### config.mk
export PLATFORM = sky130hd
export DESIGN_NAME = reg_bank_read4_flat
export DESIGN_NICKNAME = d
export VERILOG_FILES = /design/src/rtl/reg_bank_read4_if.sv /design/src/rtl/reg_bank_read4.sv /design/src/flat_wrapper.sv
export SDC_FILE = /design/constraint.sdc
export NUM_CORES = 1
export LEC_CHECK = 0
export CAP_MARGIN = 20
export CORE_ASPECT_RATIO = 1.4
export CORE_UTILIZATION = 35
export DETAILED_ROUTE_END_ITERATION = 12
export GPL_TIMING_DRIVEN = 0
export MAX_ROUTING_LAYER = met4
export PLACE_DENSITY_LB_ADDON = 0.25
export SLEW_MARGIN = 20
export SYNTH_ARGS = -nofsm -noshare
export SYNTH_HDL_FRONTEND = slang
export SYNTH_SLANG_ARGS = --single-unit
### constraint.sdc
create_clock -name clk -period 1.64 [get_ports clk]
set_clock_uncertainty 0.15 [all_clocks]
set_input_delay 0.328 -clock clk [delete_from_list [all_inputs] [get_ports clk]]
set_output_delay 0.328 -clock clk [all_outputs]
set_load 0.02 [all_outputs]
### src/rtl/reg_bank_read4_if.sv
// Bus between the write-select decoder / operand-fetch stage and the
// four-entry register bank: write enables and data, read strobe and
// addresses, error clear, and the registered bank outputs.
interface reg_bank_read4_if #(
  parameter int unsigned WIDTH = 64
);
  logic [3:0]       wr_en;
  logic [WIDTH-1:0] wr_data;
  logic             rd_req;
  logic [1:0]       rd_addr_a;
  logic [1:0]       rd_addr_b;
  logic             err_clr;
  logic [WIDTH-1:0] rd_data_a;
  logic [WIDTH-1:0] rd_data_b;
  logic             rd_valid;
  logic [1:0]       wr_idx;
  logic             wr_idx_valid;
  logic             onehot_err;

  modport master (
    output wr_en, wr_data, rd_req, rd_addr_a, rd_addr_b, err_clr,
    input  rd_data_a, rd_data_b, rd_valid, wr_idx, wr_idx_valid, onehot_err
  );

  modport slave (
    input  wr_en, wr_data, rd_req, rd_addr_a, rd_addr_b, err_clr,
    output rd_data_a, rd_data_b, rd_valid, wr_idx, wr_idx_valid, onehot_err
  );
endinterface

### src/rtl/reg_bank_read4.sv
// Four-entry register bank fed by one-hot write enables. Legal writes are
// re-encoded into a registered binary index; two registered read ports
// bypass same-edge legal write data; multi-hot enables raise a sticky error.
module reg_bank_read4 #(
  parameter int unsigned WIDTH = 64
) (
  input logic            clk,
  input logic            reset_n,
  reg_bank_read4_if.slave bus
);

  logic [WIDTH-1:0] regs [4];

  logic             legal;
  logic             illegal;
  logic [1:0]       enc_idx;
  logic [WIDTH-1:0] next_a;
  logic [WIDTH-1:0] next_b;

  // Classify the enable pattern, encode the one-hot index and form the
  // bypassed read values for both ports.
  always_comb begin
    legal   = 1'b0;
    illegal = 1'b0;
    enc_idx = '0;
    next_a  = '0;
    next_b  = '0;

    legal   = (bus.wr_en != '0) && ((bus.wr_en & (bus.wr_en - 4'd1)) == '0);
    illegal = (bus.wr_en != '0) && !legal;

    for (int unsigned i = 0; i < 4; i++) begin
      if (bus.wr_en[i]) enc_idx = i[1:0];
    end

    next_a = (legal && (enc_idx == bus.rd_addr_a)) ? bus.wr_data : regs[bus.rd_addr_a];
    next_b = (legal && (enc_idx == bus.rd_addr_b)) ? bus.wr_data : regs[bus.rd_addr_b];
  end

  // Register storage: only legal one-hot writes update an entry.
  always_ff @(posedge clk or negedge reset_n) begin
    if (!reset_n) begin
      for (int unsigned i = 0; i < 4; i++) regs[i] <= '0;
    end else if (legal) begin
      regs[enc_idx] <= bus.wr_data;
    end
  end

  // Read ports: capture on a strobe, hold otherwise; rd_valid pulses per read.
  always_ff @(posedge clk or negedge reset_n) begin
    if (!reset_n) begin
      bus.rd_data_a <= '0;
      bus.rd_data_b <= '0;
      bus.rd_valid  <= 1'b0;
    end else begin
      bus.rd_valid <= bus.rd_req;
      if (bus.rd_req) begin
        bus.rd_data_a <= next_a;
        bus.rd_data_b <= next_b;
      end
    end
  end

  // Write index: updated only on legal writes, held across idle and illegal.
  always_ff @(posedge clk or negedge reset_n) begin
    if (!reset_n) begin
      bus.wr_idx       <= '0;
      bus.wr_idx_valid <= 1'b0;
    end else begin
      bus.wr_idx_valid <= legal;
      if (legal) bus.wr_idx <= enc_idx;
    end
  end

  // Sticky error flag: an illegal pattern outranks a simultaneous clear.
  always_ff @(posedge clk or negedge reset_n) begin
    if (!reset_n) begin
      bus.onehot_err <= 1'b0;
    end else if (illegal) begin
      bus.onehot_err <= 1'b1;
    end else if (bus.err_clr) begin
      bus.onehot_err <= 1'b0;
    end
  end

endmodule

### src/flat_wrapper.sv
// flat-port wrapper written by rule: the top's interface ports become plain ports
module reg_bank_read4_flat 
#(
  parameter int unsigned WIDTH = 64
)
  (clk, reset_n, bus_wr_en, bus_wr_data, bus_rd_req, bus_rd_addr_a, bus_rd_addr_b, bus_err_clr, bus_rd_data_a, bus_rd_data_b, bus_rd_valid, bus_wr_idx, bus_wr_idx_valid, bus_onehot_err);
  reg_bank_read4_if #(.WIDTH(WIDTH)) bus_i ();
  input logic clk;
  input logic reset_n;
  input wire logic [$bits(bus_i.wr_en)-1:0] bus_wr_en;
  input wire logic [$bits(bus_i.wr_data)-1:0] bus_wr_data;
  input wire logic [$bits(bus_i.rd_req)-1:0] bus_rd_req;
  input wire logic [$bits(bus_i.rd_addr_a)-1:0] bus_rd_addr_a;
  input wire logic [$bits(bus_i.rd_addr_b)-1:0] bus_rd_addr_b;
  input wire logic [$bits(bus_i.err_clr)-1:0] bus_err_clr;
  output wire logic [$bits(bus_i.rd_data_a)-1:0] bus_rd_data_a;
  output wire logic [$bits(bus_i.rd_data_b)-1:0] bus_rd_data_b;
  output wire logic [$bits(bus_i.rd_valid)-1:0] bus_rd_valid;
  output wire logic [$bits(bus_i.wr_idx)-1:0] bus_wr_idx;
  output wire logic [$bits(bus_i.wr_idx_valid)-1:0] bus_wr_idx_valid;
  output wire logic [$bits(bus_i.onehot_err)-1:0] bus_onehot_err;
  assign bus_i.wr_en = bus_wr_en;
  assign bus_i.wr_data = bus_wr_data;
  assign bus_i.rd_req = bus_rd_req;
  assign bus_i.rd_addr_a = bus_rd_addr_a;
  assign bus_i.rd_addr_b = bus_rd_addr_b;
  assign bus_i.err_clr = bus_err_clr;
  assign bus_rd_data_a = bus_i.rd_data_a;
  assign bus_rd_data_b = bus_i.rd_data_b;
  assign bus_rd_valid = bus_i.rd_valid;
  assign bus_wr_idx = bus_i.wr_idx;
  assign bus_wr_idx_valid = bus_i.wr_idx_valid;
  assign bus_onehot_err = bus_i.onehot_err;
  reg_bank_read4 #(.WIDTH(WIDTH)) u_core (.clk(clk), .reset_n(reset_n), .bus(bus_i));
endmodule
==> flow_summary.json, run 1 <==
{
  "required_ns": 1.92,
  "yosysTopAreaCellShare": 0.492,
  "fin_setup_tns_ns": -0.00396,
  "grt_max_degree": 99,
  "synth_area_leaders": "dfrtp_1 (49%), mux4_2 (15%), mux2_2 (11%)",
  "initial_core_util": 0.356,
  "post_drt_wl_per_cell_um": 24.2,
  "slew-limit-headroom": 0.515,
  "cts_max_level": 2,
  "intPower_mw": 21.6,
  "rsz0062_at_grt": "true",
  "r2r_end": "u_core.bus.rd_data_b[8]",
  "clk-insertion-delay-late_ns": 0.55,
  "grt-ovfl-total": 0,
  "postSynthAreaPerCell_um2": 12.3,
  "cts_tree": "yes",
  "placed_area_um2": 23400,
  "yosysMostFrequentCell": "dfrtp_1",
  "final_area_um2": 25100,
  "fin_ws_ns": -0.00396,
  "die_h_um": 283,
  "critPathCapture": "u_core.regs[123]",
  "finalSetupViolCount": 1,
  "crit_buf_inv": 6,
  "startpoint": "bus_wr_en[3]",
  "p_per_area_nw_per_um2": 1230,
  "maxCapViolations": 0,
  "status": "finished with violations",
  "critPathTopFamily": "buffers and inverters",
  "portBuffers": 207,
  "worstSetupEndpointType": "flip-flop",
  "gp_congestion": 0.834,
  "fp.dieW_um": 203,
  "synth-async-reset-ratio": 1.00,
  "utilization": 0.451,
  "syn_to_final_growth_pct": 26.9,
  "reg2reg_depth": 3,
  "cts.path.max_buffers": 3,
  "totalWireLength_um": 64400,
  "drtPass1Iterations": 5,
  "syn_nets": 1684,
  "grt_pass1_vias": 15700,
  "die-area_um2": 57500,
  "grt_pass1_wl_um": 97800,
  "dpl.hpwl_um": 43300,
  "netlist_instances": 1608,
  "synthTopCellsByCount": "dfrtp_1 (389), nand2_1 (260), mux2_2 (187), mux4_2 (128), clkbuf_1 (73)",
  "ys_warn_count": 0,
  "final_cells": 2667,
  "cts_buffers": 42,
  "violations": "hold timing, setup timing",
  "ys_seq_area_frac": 0.492,
  "p_sw_mw": 9.27,
  "holdCritPathClass": "input pin to asynchronous set/reset pin",
  "peakVddDrop_v": 0.000644,
  "worst-path-stages": 8,
  "timing.fmax_mhz": 608,
  "whs_ns": -0.427,
  "synth-seq-cells": 389,
  "ios": 209,
  "r2r-start": "u_core.regs[8]",
  "dp_slack_ns": -1.62,
  "crit_type": "input pin to flip-flop",
  "fillers": 5167,
  "initialDrtViolationCount": 1052,
  "cts-root-buf": "clkbuf_16",
  "core-area_um2": 55600,
  "switching_share": 0.300,
  "cp.arrival_ns": 1.93,
  "vias": 14900,
  "power_frac_clock": 0.320,
  "antenna_found_initial": 4,
  "drv_slew": 0,
  "critPathSlowestCell": "mux2_2",
  "synth_edf_count": 0,
  "row_count": 102,
  "power_frac_comb": 0.254,
  "gr-usage-all-layers": 0.231,
  "multi_input_area_um2": 9320,
  "ys.flop_type": "dfrtp_1",
  "synthDistinctLibCells": 40,
  "cp-start-kind": "input pin",
  "vias_per_cell": 5.58,
  "slowest_delay_ns": 0.35,
  "synthesis.area_um2": 19800,
  "clock-sinks": 389,
  "cp_cell_sequence": "buf_8 -> buf_6 -> buf_8 -> buf_4 -> nor4_4 -> buf_4 -> buf_6 -> mux2_2",
  "r2r_slack_ns": 0.20,
  "final_nets": 1977,
  "yosysTopAreaCell": "dfrtp_1",
  "dp.cells": 2550,
  "p_leak_nw": 10.8,
  "fin_crit_ns": 1.64,
  "final-seq-area_um2": 9740,
  "clkTransAtPathRegs_ns": 0.06,
  "final_layout_size_suffix_gt1_frac": 0.411,
  "ant_nets": 0,
  "seq_power_share": 0.426,
  "drc_errors": 0,
  "worst_pin_slew_ns": 0.727,
  "min_period_over_period": 1.00,
  "timing.final.hold_violations": 83,
  "crit_fanout": 10
}
==> cell usage in the layout (no fill, tap or decap), drive strengths merged, types with 3 or more instances in the layout <==
cell           instances
dfrtp                389
o21ai                 69
diode                  4
nor3b                  4
mux2                 192
bufinv                 3
clkinv                 6
nor2                  69
clkdlybuf4s50         66
mux4                 128
nand2                260
o221ai                64
buf                  256
clkbuf               141
o211ai                65
nand3                 64
a31oi                 64
inv                   70
==> how the worst min path moves through the flow <==
| stage | slack, ns | cells after the start | end | from |
|---|---|---|---|---|
| floorplan | -0.12 | 0 | u_core.bus.onehot_err | reset_n |
| global placement | 0.32 | 2 | u_core.regs[197] | u_core.regs[197] |
| detailed placement | 0.15 | 1 | u_core.regs[145] | reset_n |
| CTS | -0.43 | 1 | u_core.regs[145] | reset_n |
| global route | -0.40 | 1 | u_core.bus.rd_data_b[14] | reset_n |
| finish | -0.43 | 1 | u_core.regs[145] | reset_n |
==> final cells by class <==
class / count / area share
plain buffers: 148 / 0.0544
clock inverters: 13 / 0.00687
well taps: 728 / 0.0363
inverters: 67 / 0.0100
repair buffers: 251 / 0.0828
multi-input cells: 1002 / 0.371
diodes: 4 / 0.000398
clock buffers: 65 / 0.0505
flip-flops and latches: 389 / 0.388
==> registers in the layout, indices dropped and copies added (netlist names) <==
name,flops
u_core.bus.rd_data_b,64
u_core.bus.rd_valid,1
u_core.regs,256
u_core.bus.rd_data_a,64
u_core.bus.wr_idx,2
u_core.bus.wr_idx_valid,1
u_core.bus.onehot_err,1
==> worst reg2reg max path, stage by stage (launching register included) <==
cell and delay (ns):
dfrtp_1 0.40, mux4_2 0.48, nand3_1 0.18, a31oi_1 0.10
==> kinds of logic after synthesis <==
kind of cell,share of synthesized area
adders and majority gates,0.000506
AOI/OAI and AO/OA,0.115
and+or+nand+nor,0.0853
DFF,0.492
xor gates and xnor gates,0.000443
buffers and inverters,0.0522
muxes,0.255
==> through the flow <==
step	hold WS, ns	total power [mW]
after floorplan	-0.118	18.0
after global placement	0.321	21.2
after detailed placement	0.154	21.5
after CTS	-0.431	31.0
after global routing	-0.401	32.3
final	-0.427	30.9
==> what timing repair did <==
action,CTS,global route
setup endpoints to repair,514,253
pin swaps,7,7
endpoints found under the hold margin,58,58
buffers inserted,23,9
gates resized for setup,767,56
gates cloned,2,4
==> routing by layer <==
layer | up-vias | wire length [um] | GRT usage
met2 | 510 | 32600 | 0.379
met3 | 137 | 3310 | 0.0310
met1 | 7737 | 26100 | 0.287
met4 | 0 | 2420 | 0.0934
li1 | 6499 | - | -
met5 | - | 0 | -
==> power by group through the flow <==
| stage | combinational (mW) | clock [mW] | sequential (mW) |
|---|---|---|---|
| after CTS | 7.83 | 10.1 | 13.1 |
| after global placement | 8.04 | 0 | 13.2 |
| final | 7.82 | 9.88 | 13.2 |
| after floorplan | 4.40 | 0 | 13.7 |
| after global routing | 8.41 | 10.4 | 13.4 |
| after detailed placement | 8.22 | 0 | 13.3 |
Power figures use the tool's default switching activity.
==> inputs of run 2 (changes only) <==
--- a/config.mk
+++ b/config.mk
@@ -7,11 +7,12 @@
 export LEC_CHECK = 0
 export CAP_MARGIN = 20
 export CORE_ASPECT_RATIO = 1.4
-export CORE_UTILIZATION = 35
+export CORE_UTILIZATION = 55
+export CTS_CLUSTER_SIZE = 12
 export DETAILED_ROUTE_END_ITERATION = 12
 export GPL_TIMING_DRIVEN = 0
 export MAX_ROUTING_LAYER = met4
-export PLACE_DENSITY_LB_ADDON = 0.25
+export PLACE_DENSITY = 0.8
 export SLEW_MARGIN = 20
 export SYNTH_ARGS = -nofsm -noshare
 export SYNTH_HDL_FRONTEND = slang
==> run 2 against run 1 <==
Against the previous run:
- the run still ends with hold timing, setup timing left
- via count is 5.6% higher
- combinational power down 1%
- die area is 36% lower
- wire length fell by 4.8%
- global-route usage is 12 points higher
- largest cell class unchanged
- sequential power about the same
- sequential share of layout area rose by 0.93 points
- sequential cell count unchanged
- count of clock-buffer cells in the layout shrank 5
- total power decreased by 4.9%
==> flow_summary.json, run 2 (same netlist as run 1, synthesis figures left out) <==
{
  "initial_core_util": 0.563,
  "cts_max_level": 2,
  "utilization": 0.697,
  "portBuffers": 207,
  "grt_max_degree": 86,
  "fp.dieW_um": 162,
  "row_count": 81,
  "final_area_um2": 24500,
  "finalPower_mw": 29.4,
  "r2r_end": "u_core.bus.rd_data_a[50]",
  "r2r_slack_ns": 0.21,
  "die_h_um": 226,
  "initialDrtViolationCount": 1541,
  "crit_fanout": 10,
  "worstSetupEndpointType": "flip-flop",
  "status": "finished with violations",
  "regMostFlops": "u_core.regs",
  "drv_slew": 0,
  "post_drt_wl_per_cell_um": 25.8,
  "drc_errors": 0,
  "min_period_over_period": 1.03,
  "fin_ws_ns": -0.0520,
  "die-area_um2": 36800,
  "cp-start-kind": "input pin",
  "final_cells": 2379,
  "final_layout_size_suffix_gt1_frac": 0.398,
  "timing.final.hold_violations": 82,
  "cts.path.max_buffers": 3,
  "core-area_um2": 35200,
  "reg2reg_depth": 3,
  "largest_reg_flops": 256,
  "clkTransAtPathRegs_ns": 0.06,
  "final_common_cell": "dfrtp_1",
  "cts_buffers": 40,
  "cts-root-buf": "clkbuf_16",
  "cp.arrival_ns": 1.99,
  "p_leak_nw": 10.7,
  "clock-sinks": 389,
  "fin_crit_ns": 1.69,
  "crit_type": "input pin to flip-flop",
  "worst_pin_slew_ns": 0.731,
  "required_ns": 1.94,
  "vias_per_cell": 6.60,
  "dpl.hpwl_um": 38700,
  "vias": 15700,
  "whs_ns": -0.384,
  "timing.fmax_mhz": 591,
  "totalWireLength_um": 61300,
  "reg_top3": "u_core.regs: 256 flops, u_core.bus.rd_data_a: 64 flops, u_core.bus.rd_data_b: 64 flops",
  "finalSetupViolCount": 5,
  "clk-insertion-delay-late_ns": 0.54,
  "placed_area_um2": 23000,
  "final_nets": 1974,
  "ant_nets": 0,
  "mostFrequentLayoutCells": "dfrtp_1 (389), nand2_1 (260), buf_2 (145)",
  "violations": "hold timing, setup timing",
  "holdCritPathClass": "input pin to asynchronous set/reset pin",
  "cts_tree": "yes",
  "dp.cells": 2276,
  "antenna_found_initial": 4,
  "gp_congestion": 0.865,
  "grt-ovfl-total": 0,
  "fillers": 2392,
  "p_per_area_nw_per_um2": 1200,
  "maxCapViolations": 0,
  "drtPass1Iterations": 6,
  "gr-usage-all-layers": 0.349,
  "r2r-start": "u_core.regs[178]",
  "syn_to_final_growth_pct": 23.8,
  "rsz0062_at_grt": "true",
  "grt_pass1_wl_um": 93400,
  "ios": 209,
  "slew-limit-headroom": 0.512,
  "grt_pass1_vias": 16400,
  "peakVddDrop_v": 0.000795
}
## run 2: changes by cell type in the layout (fill, tap and decap cells not counted), moves of 12 or more
cell	change
buf_2	+26
buf_4	-17
buf_6	-12
clkbuf_8	-16
## run 2: critical path, cell delays in order
cell             delay, ns
clkdlybuf4s15_2       0.29
buf_4                 0.25
o211ai_1              0.11
buf_4                 0.19
buf_4                 0.18
buf_2                 0.27
nand3_1               0.15
a31oi_1               0.21
## run 2: through the flow
stage	worst slack [ns]	setup TNS, ns
6_report	-0.0520	-0.0901
5_1_grt	-0.0277	-0.213
4_1_cts	-0.0453	-0.217
3_5_place_dp	-1.46	-443.41
3_3_place_gp	-16.50	-6839.10
2_1_floorplan	-0.271	-57.87
## run 2: worst max path at each step
stage / from / end / slack [ns] / depth (start not counted)
finish: bus_rd_addr_b[1] / u_core.bus.rd_data_b[29] / -0.05 / 8
floorplan: bus_wr_en[1] / u_core.bus.rd_data_a[12] / -0.27 / 7
global route: bus_wr_en[2] / u_core.bus.rd_data_a[42] / -0.03 / 8
global placement: reset_n / u_core.regs[133] / -16.50 / 1
CTS: bus_rd_addr_a[1] / u_core.bus.rd_data_a[43] / -0.05 / 9
detailed placement: bus_wr_en[2] / u_core.bus.rd_data_b[41] / -1.46 / 7
## run 2: what timing repair did
action | in CTS | in global routing
gates resized for setup | 740 | 47
endpoints found under the setup margin | 514 | 143
endpoints found under the hold margin | 82 | 82
cloned | 8 | 5
setup buffers | 25 | 1
pin swaps | 11 | 12
## run 2: cell type report
cell class,instances,area [um2],share of cell area
Clock inverter,3,15.0,0.000613
Timing Repair Buffer,249,2060,0.0839
Multi-Input combinational cell,1002,9350,0.381
Inverter,67,251,0.0103
Sequential cell,389,9730,0.397
Tap cell,456,571,0.0233
Buffer,149,1400,0.0569
Clock buffer,60,1130,0.0460
Antenna cell,4,10.0,0.000408
## run 2: metal layers
| layer | GRT usage | wire length [um] |
|---|---|---|
| met4 | 0.180 | 2820 |
| met1 | 0.418 | 21900 |
| met2 | 0.567 | 31100 |
| met5 | - | 0 |
| met3 | 0.0615 | 5440 |
## run 2: report_power, final
group / leakage, nW / internal (mW) / switching, mW
sequential: 4.72 / 11.6 / 1.53
clock: 0.557 / 4.71 / 3.76
combinational: 5.39 / 3.99 / 3.72
